`config.mk`:
```
export PLATFORM = sky130hd
export DESIGN_NAME = fft_frame_sched
export DESIGN_NICKNAME = d
export VERILOG_FILES = /design/src/rtl/fft_pkg.sv /design/src/rtl/fft_pingpong_buf.sv /design/src/rtl/fft_frame_sched.sv
export SDC_FILE = /design/constraint.sdc
export NUM_CORES = 1
export LEC_CHECK = 0
export ABC_CLOCK_PERIOD_IN_PS = 2500
export CORE_MARGIN = 5
export CORE_UTILIZATION = 49
export CTS_CLUSTER_SIZE = 16
export DETAILED_ROUTE_END_ITERATION = 8
export GPL_ROUTABILITY_DRIVEN = 0
export PLACE_DENSITY = 0.61
export SLEW_MARGIN = 30
export SYNTH_ARGS = -nofsm -noshare
export SYNTH_HDL_FRONTEND = slang
export SYNTH_HIERARCHICAL = 1
export SYNTH_SLANG_ARGS = --single-unit
```
`constraint.sdc`:
```
create_clock -name clk -period 2.5 [get_ports clk]
set_input_delay 0.625 -clock clk [delete_from_list [all_inputs] [get_ports clk]]
set_output_delay 0.625 -clock clk [all_outputs]
set_load 0.01 [all_outputs]
```
`src/rtl/fft_pkg.sv`:
```
// Shared definitions for the FFT frame scheduler.
// Holds the default frame geometry, the FFT no-response timeout, the read-side
// FSM state encoding and the bit-reversal helper used to map output order.
package fft_pkg;

  localparam int unsigned N       = 32;
  localparam int unsigned DW      = 8;
  localparam int unsigned LOG2N   = $clog2(N);
  localparam int unsigned TIMEOUT = 64;

  typedef enum logic [1:0] {
    StIdle,
    StFeed,
    StWait,
    StDrain
  } rd_state_e;

  // Reverse the low 'width' bits of k; bits above 'width' come back as zero.
  function automatic logic [31:0] bitrev(input logic [31:0] k, input int unsigned width);
    logic [31:0] r;
    r = '0;
    for (int i = 0; i < 32; i++) begin
      if (i < int'(width)) begin
        r[i] = k[int'(width) - 1 - i];
      end
    end
    return r;
  endfunction

endpackage

```
`src/rtl/fft_pingpong_buf.sv`:
```
// Two-bank ping-pong sample store.
// The top address bit selects the bank; the low bits index within the bank.
// Ports:
//   clk_i, rst_ni        clock, asynchronous active-low reset (read register only)
//   wr_en_i/wr_addr_i/wr_data_i   single write port
//   rd_en_i/rd_addr_i    single read port; rd_data_o is registered and holds
//                        its value between reads
module fft_pingpong_buf #(
  parameter int unsigned Depth = 32,
  parameter int unsigned Width = 8,
  parameter int unsigned Aw    = $clog2(Depth)
) (
  input  logic             clk_i,
  input  logic             rst_ni,
  input  logic             wr_en_i,
  input  logic [Aw:0]      wr_addr_i,
  input  logic [Width-1:0] wr_data_i,
  input  logic             rd_en_i,
  input  logic [Aw:0]      rd_addr_i,
  output logic [Width-1:0] rd_data_o
);

  logic [Width-1:0] mem [2*Depth];
  logic [Width-1:0] rd_data_q;

  // Sample storage is never cleared; validity is tracked by the full flags.
  always_ff @(posedge clk_i) begin
    if (wr_en_i) begin
      mem[wr_addr_i] <= wr_data_i;
    end
  end

  always_ff @(posedge clk_i or negedge rst_ni) begin
    if (!rst_ni) begin
      rd_data_q <= '0;
    end else if (rd_en_i) begin
      rd_data_q <= mem[rd_addr_i];
    end
  end

  assign rd_data_o = rd_data_q;

endmodule

```
`src/rtl/fft_frame_sched.sv`:
```
// FFT frame scheduler.
// Buffers upstream real samples into two ping-pong banks, feeds one full frame at
// a time to a streaming FFT, then labels the FFT's bit-reversed output stream with
// natural-order frequency indices. Only one frame is in the FFT at any time.
// Ports:
//   clk, rst_n                   clock, asynchronous active-low reset
//   in_valid/in_ready/in_data    upstream sample handshake
//   fft_valid_o/fft_x_o          registered frame samples to the FFT
//   fft_finish_i                 FFT output strobe, one sample per high cycle
//   out_valid/out_idx/out_last   downstream output tagging
//   err_timeout                  sticky: FFT did not respond within TIMEOUT cycles
module fft_frame_sched
  import fft_pkg::*;
#(
  parameter int unsigned N       = fft_pkg::N,
  parameter int unsigned DW      = fft_pkg::DW,
  parameter int unsigned TIMEOUT = fft_pkg::TIMEOUT
) (
  input  logic                 clk,
  input  logic                 rst_n,
  input  logic                 in_valid,
  output logic                 in_ready,
  input  logic [DW-1:0]        in_data,
  output logic                 fft_valid_o,
  output logic [DW-1:0]        fft_x_o,
  input  logic                 fft_finish_i,
  output logic                 out_valid,
  output logic [$clog2(N)-1:0] out_idx,
  output logic                 out_last,
  output logic                 err_timeout
);

  localparam int unsigned LW = $clog2(N);
  localparam int unsigned WW = $clog2(TIMEOUT + 1);

  rd_state_e     state_q, state_d;
  logic [1:0]    full_q, full_d;
  logic          wr_bank_q, rd_bank_q;
  logic [LW-1:0] wr_ptr_q;
  logic [LW-1:0] rd_ptr_q, rd_ptr_d;
  logic [LW-1:0] k_q, k_d;
  logic [WW-1:0] wait_q, wait_d;
  logic          err_q, err_d;
  logic          fft_valid_q, fft_valid_d;
  logic          rd_en, wr_fire, wr_last, rd_last;

  // in_ready depends only on registered flags, never on in_valid.
  assign in_ready = ~full_q[wr_bank_q];
  assign wr_fire  = in_valid & in_ready;
  assign wr_last  = wr_fire & (wr_ptr_q == LW'(N - 1));
  assign rd_last  = (state_q == StFeed) & (rd_ptr_q == LW'(N - 1));

  // Write and read always target different banks, so both updates can land together.
  always_comb begin
    full_d = full_q;
    if (rd_last) full_d[rd_bank_q] = 1'b0;
    if (wr_last) full_d[wr_bank_q] = 1'b1;
  end

  always_comb begin
    state_d     = state_q;
    rd_ptr_d    = rd_ptr_q;
    wait_d      = wait_q;
    k_d         = k_q;
    err_d       = err_q;
    fft_valid_d = 1'b0;
    rd_en       = 1'b0;
    out_valid   = 1'b0;
    out_last    = 1'b0;
    unique case (state_q)
      StIdle: begin
        if (full_q[rd_bank_q]) begin
          state_d  = StFeed;
          rd_ptr_d = '0;
        end
      end
      StFeed: begin
        // Read issued this cycle is presented to the FFT on the next cycle.
        rd_en       = 1'b1;
        fft_valid_d = 1'b1;
        rd_ptr_d    = rd_ptr_q + 1'b1;
        if (rd_last) begin
          state_d = StWait;
          wait_d  = '0;
        end
      end
      StWait, StDrain: begin
        // The finish pulse that ends WAIT already carries output k=0.
        if (fft_finish_i) begin
          out_valid = 1'b1;
          if (k_q == LW'(N - 1)) begin
            out_last = 1'b1;
            k_d      = '0;
            state_d  = StIdle;
          end else begin
            k_d     = k_q + 1'b1;
            state_d = StDrain;
          end
        end else if (state_q == StWait) begin
          if (wait_q == WW'(TIMEOUT - 1)) begin
            err_d   = 1'b1;
            state_d = StIdle;
          end else begin
            wait_d = wait_q + 1'b1;
          end
        end
      end
      default: state_d = StIdle;
    endcase
  end

  always_ff @(posedge clk or negedge rst_n) begin
    if (!rst_n) begin
      state_q     <= StIdle;
      full_q      <= 2'b00;
      wr_bank_q   <= 1'b0;
      rd_bank_q   <= 1'b0;
      wr_ptr_q    <= '0;
      rd_ptr_q    <= '0;
      k_q         <= '0;
      wait_q      <= '0;
      err_q       <= 1'b0;
      fft_valid_q <= 1'b0;
    end else begin
      state_q     <= state_d;
      full_q      <= full_d;
      rd_ptr_q    <= rd_ptr_d;
      k_q         <= k_d;
      wait_q      <= wait_d;
      err_q       <= err_d;
      fft_valid_q <= fft_valid_d;
      if (wr_fire) wr_ptr_q  <= wr_ptr_q + 1'b1;
      if (wr_last) wr_bank_q <= ~wr_bank_q;
      if (rd_last) rd_bank_q <= ~rd_bank_q;
    end
  end

  assign fft_valid_o = fft_valid_q;
  assign err_timeout = err_q;
  assign out_idx     = LW'(bitrev(32'(k_q), LW));

  fft_pingpong_buf #(
    .Depth(N),
    .Width(DW)
  ) u_buf (
    .clk_i    (clk),
    .rst_ni   (rst_n),
    .wr_en_i  (wr_fire),
    .wr_addr_i({wr_bank_q, wr_ptr_q}),
    .wr_data_i(in_data),
    .rd_en_i  (rd_en),
    .rd_addr_i({rd_bank_q, rd_ptr_q}),
    .rd_data_o(fft_x_o)
  );

endmodule

```
# == Word-level counts from Yosys, hierarchy flattened ==
# Memory sizes are Yosys's and may differ from the RTL's. A register that Yosys moved wholly into a read port is not among the register bits.
# Index checks and enable logic that the tools add are counted.
# classes
n_shift,0
muxes,33
bitwise_logic,10
div,0
addsub,4
mul,0
n_eq_ne,14
n_reduce_logical,12
n_lt_le_gt_ge,4
# ops
op,count
7-bit 2-to-1 mux,4
2-bit 2-to-1 mux,8
"5-bit by 1-bit adder with 5-bit output, second input constant",3
"5-bit equality test, second input constant",3
1-bit 2-to-1 mux,14
7-bit one-hot mux with 2 select lines,1
5-bit 2-to-1 mux,2
"2-bit inequality test, second input constant",5
5-bit one-hot mux with 2 select lines,1
4-bit AND reduction,2
"7-bit by 1-bit adder with 7-bit output, second input constant",1
"7-bit by 6-bit equality test with 1-bit output, second input constant",1
"3-bit inequality test, second input constant",2
2-bit one-hot mux with 3 select lines,1
5-bit AND reduction,1
"2-bit equality test, second input constant",2
"1-bit by 2-bit less-than comparator with 1-bit output, second input constant",2
1-bit inverter,4
2-bit AND reduction,2
2-bit nonzero test,2
1-bit bitwise AND,3
2-bit bitwise AND,1
1-bit demux with 1-bit select,2
"2-bit by 1-bit equality test with 1-bit output, second input constant",1
other kinds (7),9
# totals
in_bits,12
mem_bits_ro,0
regBits,30
ram_bits,512
latchBits,0
word_cells,88
output_inout_bits,18
n_memories,1
# mem_list
memory,depth,width,rd,rd_ports_with_merged_regs,write_ports,line_no,rtl
u_buf.mem,64,8,1,1,1,fft_pingpong_buf.sv:23,logic [Width-1:0] mem [2*Depth];

# == Longest topological paths before layout ==
# depth
ltp_word,9
mapped_depth,8
ltp_nobuf,6

# == Cells and area by module ==
# The synthesis kept the hierarchy.
# modules_own_cells
module,area_per_inst_um2,seq_area_each_um2,instances,cells_each
fft_pingpong_buf,20226.9,15574.9,1,939
fft_frame_sched,1436.4,750.7,1,130

# == Worst setup path after synthesis ==
# No wires, ideal clock.
# synth_timing
kind,flip-flop to flip-flop
start,register wr_bank_q
end,"memory u_buf.mem[48][0], enable pin"
path_slack_ns,-0.030
setup_time_ns,0.383
required_ns,2.117
path_buffers,1
arrival_ns,2.147
period_less_slack_ns,2.530
stages_incl_launch_ff,7
path_cell_list,dfrtp_1 -> mux2i_1 -> and2_1 -> buf_2 -> nand3_1 -> or3_1 -> nor3_1
# synth_via
elab_chain_len,6
# synth_rtl
item,line_no,rtl
from (decl),fft_frame_sched.sv:38,"logic wr_bank_q, rd_bank_q;"
from (signal assigned),fft_frame_sched.sv:133,if (wr_last) wr_bank_q <= ~wr_bank_q;
1-bit 2-to-1 mux (implied by the code) (2 in a row),fft_frame_sched.sv:48,assign in_ready = ~full_q[wr_bank_q];
1-bit inverter,fft_frame_sched.sv:48,
named net in_ready,fft_frame_sched.sv:22,"output logic in_ready,"
1-bit bitwise AND,fft_frame_sched.sv:49,assign wr_fire = in_valid & in_ready;
named net wr_fire,fft_frame_sched.sv:45,"logic rd_en, wr_fire, wr_last, rd_last;"
1-bit 2-to-1 mux,fft_pingpong_buf.sv:28,if (wr_en_i) begin
1-bit 2-to-1 mux (implied by the code),fft_pingpong_buf.sv:29,mem[wr_addr_i] <= wr_data_i;
to (decl),fft_pingpong_buf.sv:23,
# The timed path passes the listed nets, and every way through them passes these cells. The select of a mux whose other input is x is not followed.

# == Worst setup path in the final report ==
# layout_timing
start,register k_q[1]
end,output port out_last
# layout_via
elab_chain_len,4
# layout_rtl
item,line_no,rtl
from (decl),fft_frame_sched.sv:41,"logic [LW-1:0] k_q, k_d;"
from (signal assigned),fft_frame_sched.sv:128,k_q <= k_d;
5-bit equality test,fft_frame_sched.sv:91,if (k_q == LW'(N - 1)) begin
1-bit 2-to-1 mux,fft_frame_sched.sv:91,
1-bit 2-to-1 mux,fft_frame_sched.sv:89,if (fft_finish_i) begin
1-bit 2-to-1 mux,fft_frame_sched.sv:70,unique case (state_q)
to (decl),fft_frame_sched.sv:29,"output logic out_last,"
# No other way between the ends.

==> impl_metrics.py <==
metrics = {
    "synthesis": {
        "seq_area_frac_synth_pct": 75.4,
        "synthTopCellsByCount": "edfxtp_1 (512), mux4_2 (120), nor2_1 (80)",
        "netlist_instances": 1069,
        "yosysTopAreaCellShare_pct": 71.0,
        "synth-seq-cells": 550,
        "syn_nets": 1088,
        "yosysMostFrequentCell": "edfxtp_1",
        "syn_area_per_cell_um2": 20.3,
        "synth_area_leaders": "edfxtp_1 (71%), mux4_2 (12%), dfrtp_1 (4.4%)",
        "synth_edf_count": 512,
        "yosys.area.top_type": "edfxtp_1",
        "synth.distinct_cells": 44,
        "syn_area_um2": 21700,
        "async_flop_share_pct": 6.91,
        "ys_warn_count": 6,
        "synthFlopType": "edfxtp_1",
    },
    "clocking": {
        "cts_tree": "done",
        "insertion_delay_ns": 0.61,
        "holdBufCountCts": 0,
        "cts-root-buf": "clkbuf_16",
        "clk_pin_slew_ns": 0.06,
        "h-tree-depth": 2,
        "cts_buffers": 55,
        "cts.path.max_buffers": 3,
        "cts_sinks": 550,
    },
    "cells_and_area": {
        "final_util_pct": 58.0,
        "syn_to_final_growth_pct": 17.6,
        "regArea_um2": 16300,
        "final_nets": 1259,
        "drive_gt1_share_pct": 31.5,
        "multi_input_area_um2": 5040,
        "fillers": 3372,
        "n_antenna_cell": 0,
    },
    "route": {
        "routed_wl_mm": 46.9,
        "num_vias": 10636,
        "dr.pass1.iters": 5,
        "via_per_inst": 5.67,
        "wire_per_inst_um": 25.0,
        "route.detailed.drc": 0,
        "drtIter0Drc": 824,
        "ant_nets": 0,
    },
    "floorplan": {
        "initial_core_util_pct": 49.3,
        "core_area_um2": 43900,
        "die_w_um": 220,
        "io_pins": 30,
        "die_y_um": 220,
        "rows": 77,
        "dieArea_um2": 48500,
    },
    "global_route": {
        "grt_pass1_wl_mm": 71.4,
        "grt_usage_pct": 20.0,
        "grt_max_degree": 65,
        "gr-total-overflow": 0,
        "grt_pass1_vias": 11039,
        "antenna_found_initial": 0,
    },
    "power": {
        "p_leak_nw": 8.20,
        "power_density_nw_per_um2": 839,
        "vdd_drop_max_mv": 0.657,
        "finalPower_w": 0.0214,
    },
    "sta": {
        "post-route-period-util_pct": 97.2,
        "worst_pin_slew_ns": 0.711,
        "slew_violations": 0,
        "tns_ns": 0,
        "period_needed_ns": 2.43,
        "rsz0062_at_grt": "no",
        "hold_viol_final": 0,
        "finalSetupViolations": 0,
        "skew_ns": 0.0115,
        "max_slew_margin_pct": 52.6,
        "fmax_mhz": 411,
    },
    "worst_setup_path": {
        "slowest_stage": "dfrtp_1",
        "slowest_delay_ns": 0.39,
        "crit_fanout": 2,
        "path_cells": "ha_2, and3_1, ha_2, and3_4, buf_6",
        "cp_common_cell": "ha_2",
        "worstSetupStartpoint": "k_q[1]",
        "worst_ep_required_time_ns": 1.88,
        "crit_type": "flip-flop to output port",
        "arrival_ns": 1.81,
        "critPathCaptureType": "output port",
        "worst_setup_path_start_kind": "flip-flop",
        "r2r_start": "rd_ptr_q[2]",
    },
    "worst_hold_path": {
        "min_path_type": "primary input to async pin",
    },
    "flow_run": {
        "drv_cap": 0,
    },
    "placement": {
        "portBuffers": 29,
        "hpwlAfterDp_mm": 29.5,
    },
    "status": {
        "status": "finished clean",
    },
}
cell usage in the layout, fill, tap and decap left out, types with 3 or more instances in the layout:
cell type,n
buf_12,19
bufinv_16,6
nand4_1,3
a31oi_1,6
buf_2,9
mux2_2,38
a22oi_1,16
edfxtp_1,512
nand2b_1,6
clkbuf_1,7
or3_1,3
clkdlybuf4s50_1,18
nor2b_1,6
nand2_1,21
inv_1,10
buf_4,121
mux2i_1,42
nand3_1,20
o21ai_0,12
clkinv_1,13
and3_1,4
clkbuf_16,55
mux4_2,120
nor3_1,6
nor2_1,80
o22ai_1,8
ha_1,5
o221ai_1,16
clkinv_2,14
a221oi_1,7
dfrtp_4,3
dfrtp_1,34
and2_1,4
xnor2_1,4
a21oi_1,3
kinds of logic after synthesis:
logic type,share of synthesized area [%]
mux,16.4
flops,75.4
fa+ha+maj,0.404
simple gates,3.47
xor+xnor,0.202
buf+inv,1.49
compound gates,2.69
final cells by class:
class | instances | area share (%)
flip-flops and latches | 550 | 64.1
inverters | 11 | 0.162
multi-input cells | 452 | 19.8
well taps | 592 | 2.91
clock inverters | 38 | 1.45
repair buffers | 170 | 6.08
clock buffers | 62 | 5.51
state kept, by name (all words and copies together) (netlist names):
| name | count |
|---|---|
| full_q | 2 |
| wait_q | 7 |
| k_q | 5 |
| state_q | 2 |
| wr_ptr_q | 5 |
| u_buf/rd_data_o | 8 |
| wr_bank_q | 1 |
| err_timeout | 1 |
| u_buf/mem | 512 |
| fft_valid_o | 1 |
| rd_ptr_q | 5 |
| rd_bank_q | 1 |
repair_timing:
action,CTS,global route
resized for setup,7,5
setup endpoints to repair,1,6
setup buffers,2,2
pin swaps,1,1
hold endpoints to repair,0,0
final timing paths:
path,endpoint,cells after the start,slack [ns]
worst max-delay path,out_last,5,0.07
worst min-delay path,wait_q[1],1,0.04
worst max register to register,u_buf/rd_data_o[1],7,0.14
worst min register to register,err_timeout,1,0.46
max in group asynchronous,u_buf/rd_data_o[5],2,1.82
min in group clk,err_timeout,1,0.46
per-stage QoR:
step	setup WS, ns	area, µm²	instances	hold WS (ns)
2_1_floorplan	0.152	21700	1069	0.329
3_5_place_dp	-0.118	23700	1771	0.452
3_3_place_gp	-0.116	23700	1771	0.443
6_report	0.0690	25500	1875	0.0387
5_1_grt	0.000889	25500	1875	0.0775
4_1_cts	0.0184	25400	1873	0.0350
worst max-delay path: cells and delay by family (launching register included):
kind,cells,cell delay (ns)
fa+ha+maj,2,0.39
buf+inv,1,0.11
flops,1,0.39
simple gates,2,0.30
layer usage:
layer | vias up | track usage [%] | part of all wire, %
met2 | 301 | 32.1 | 49
met5 | - | 0 | 0
li1 | 4728 | - | -
met4 | 0 | 4.62 | 2.1
met3 | 65 | 3.79 | 5.8
met1 | 5542 | 29.1 | 43
power by group:
part,leakage (nW),total (W),internal (W),switching [W]
logic,2.25,0.00258,0.00122,0.00136
registers,5.07,0.0107,0.0104,0.000279
clock network,0.878,0.00808,0.00466,0.00343
Note: power is estimated with default switching activity, not from simulation.
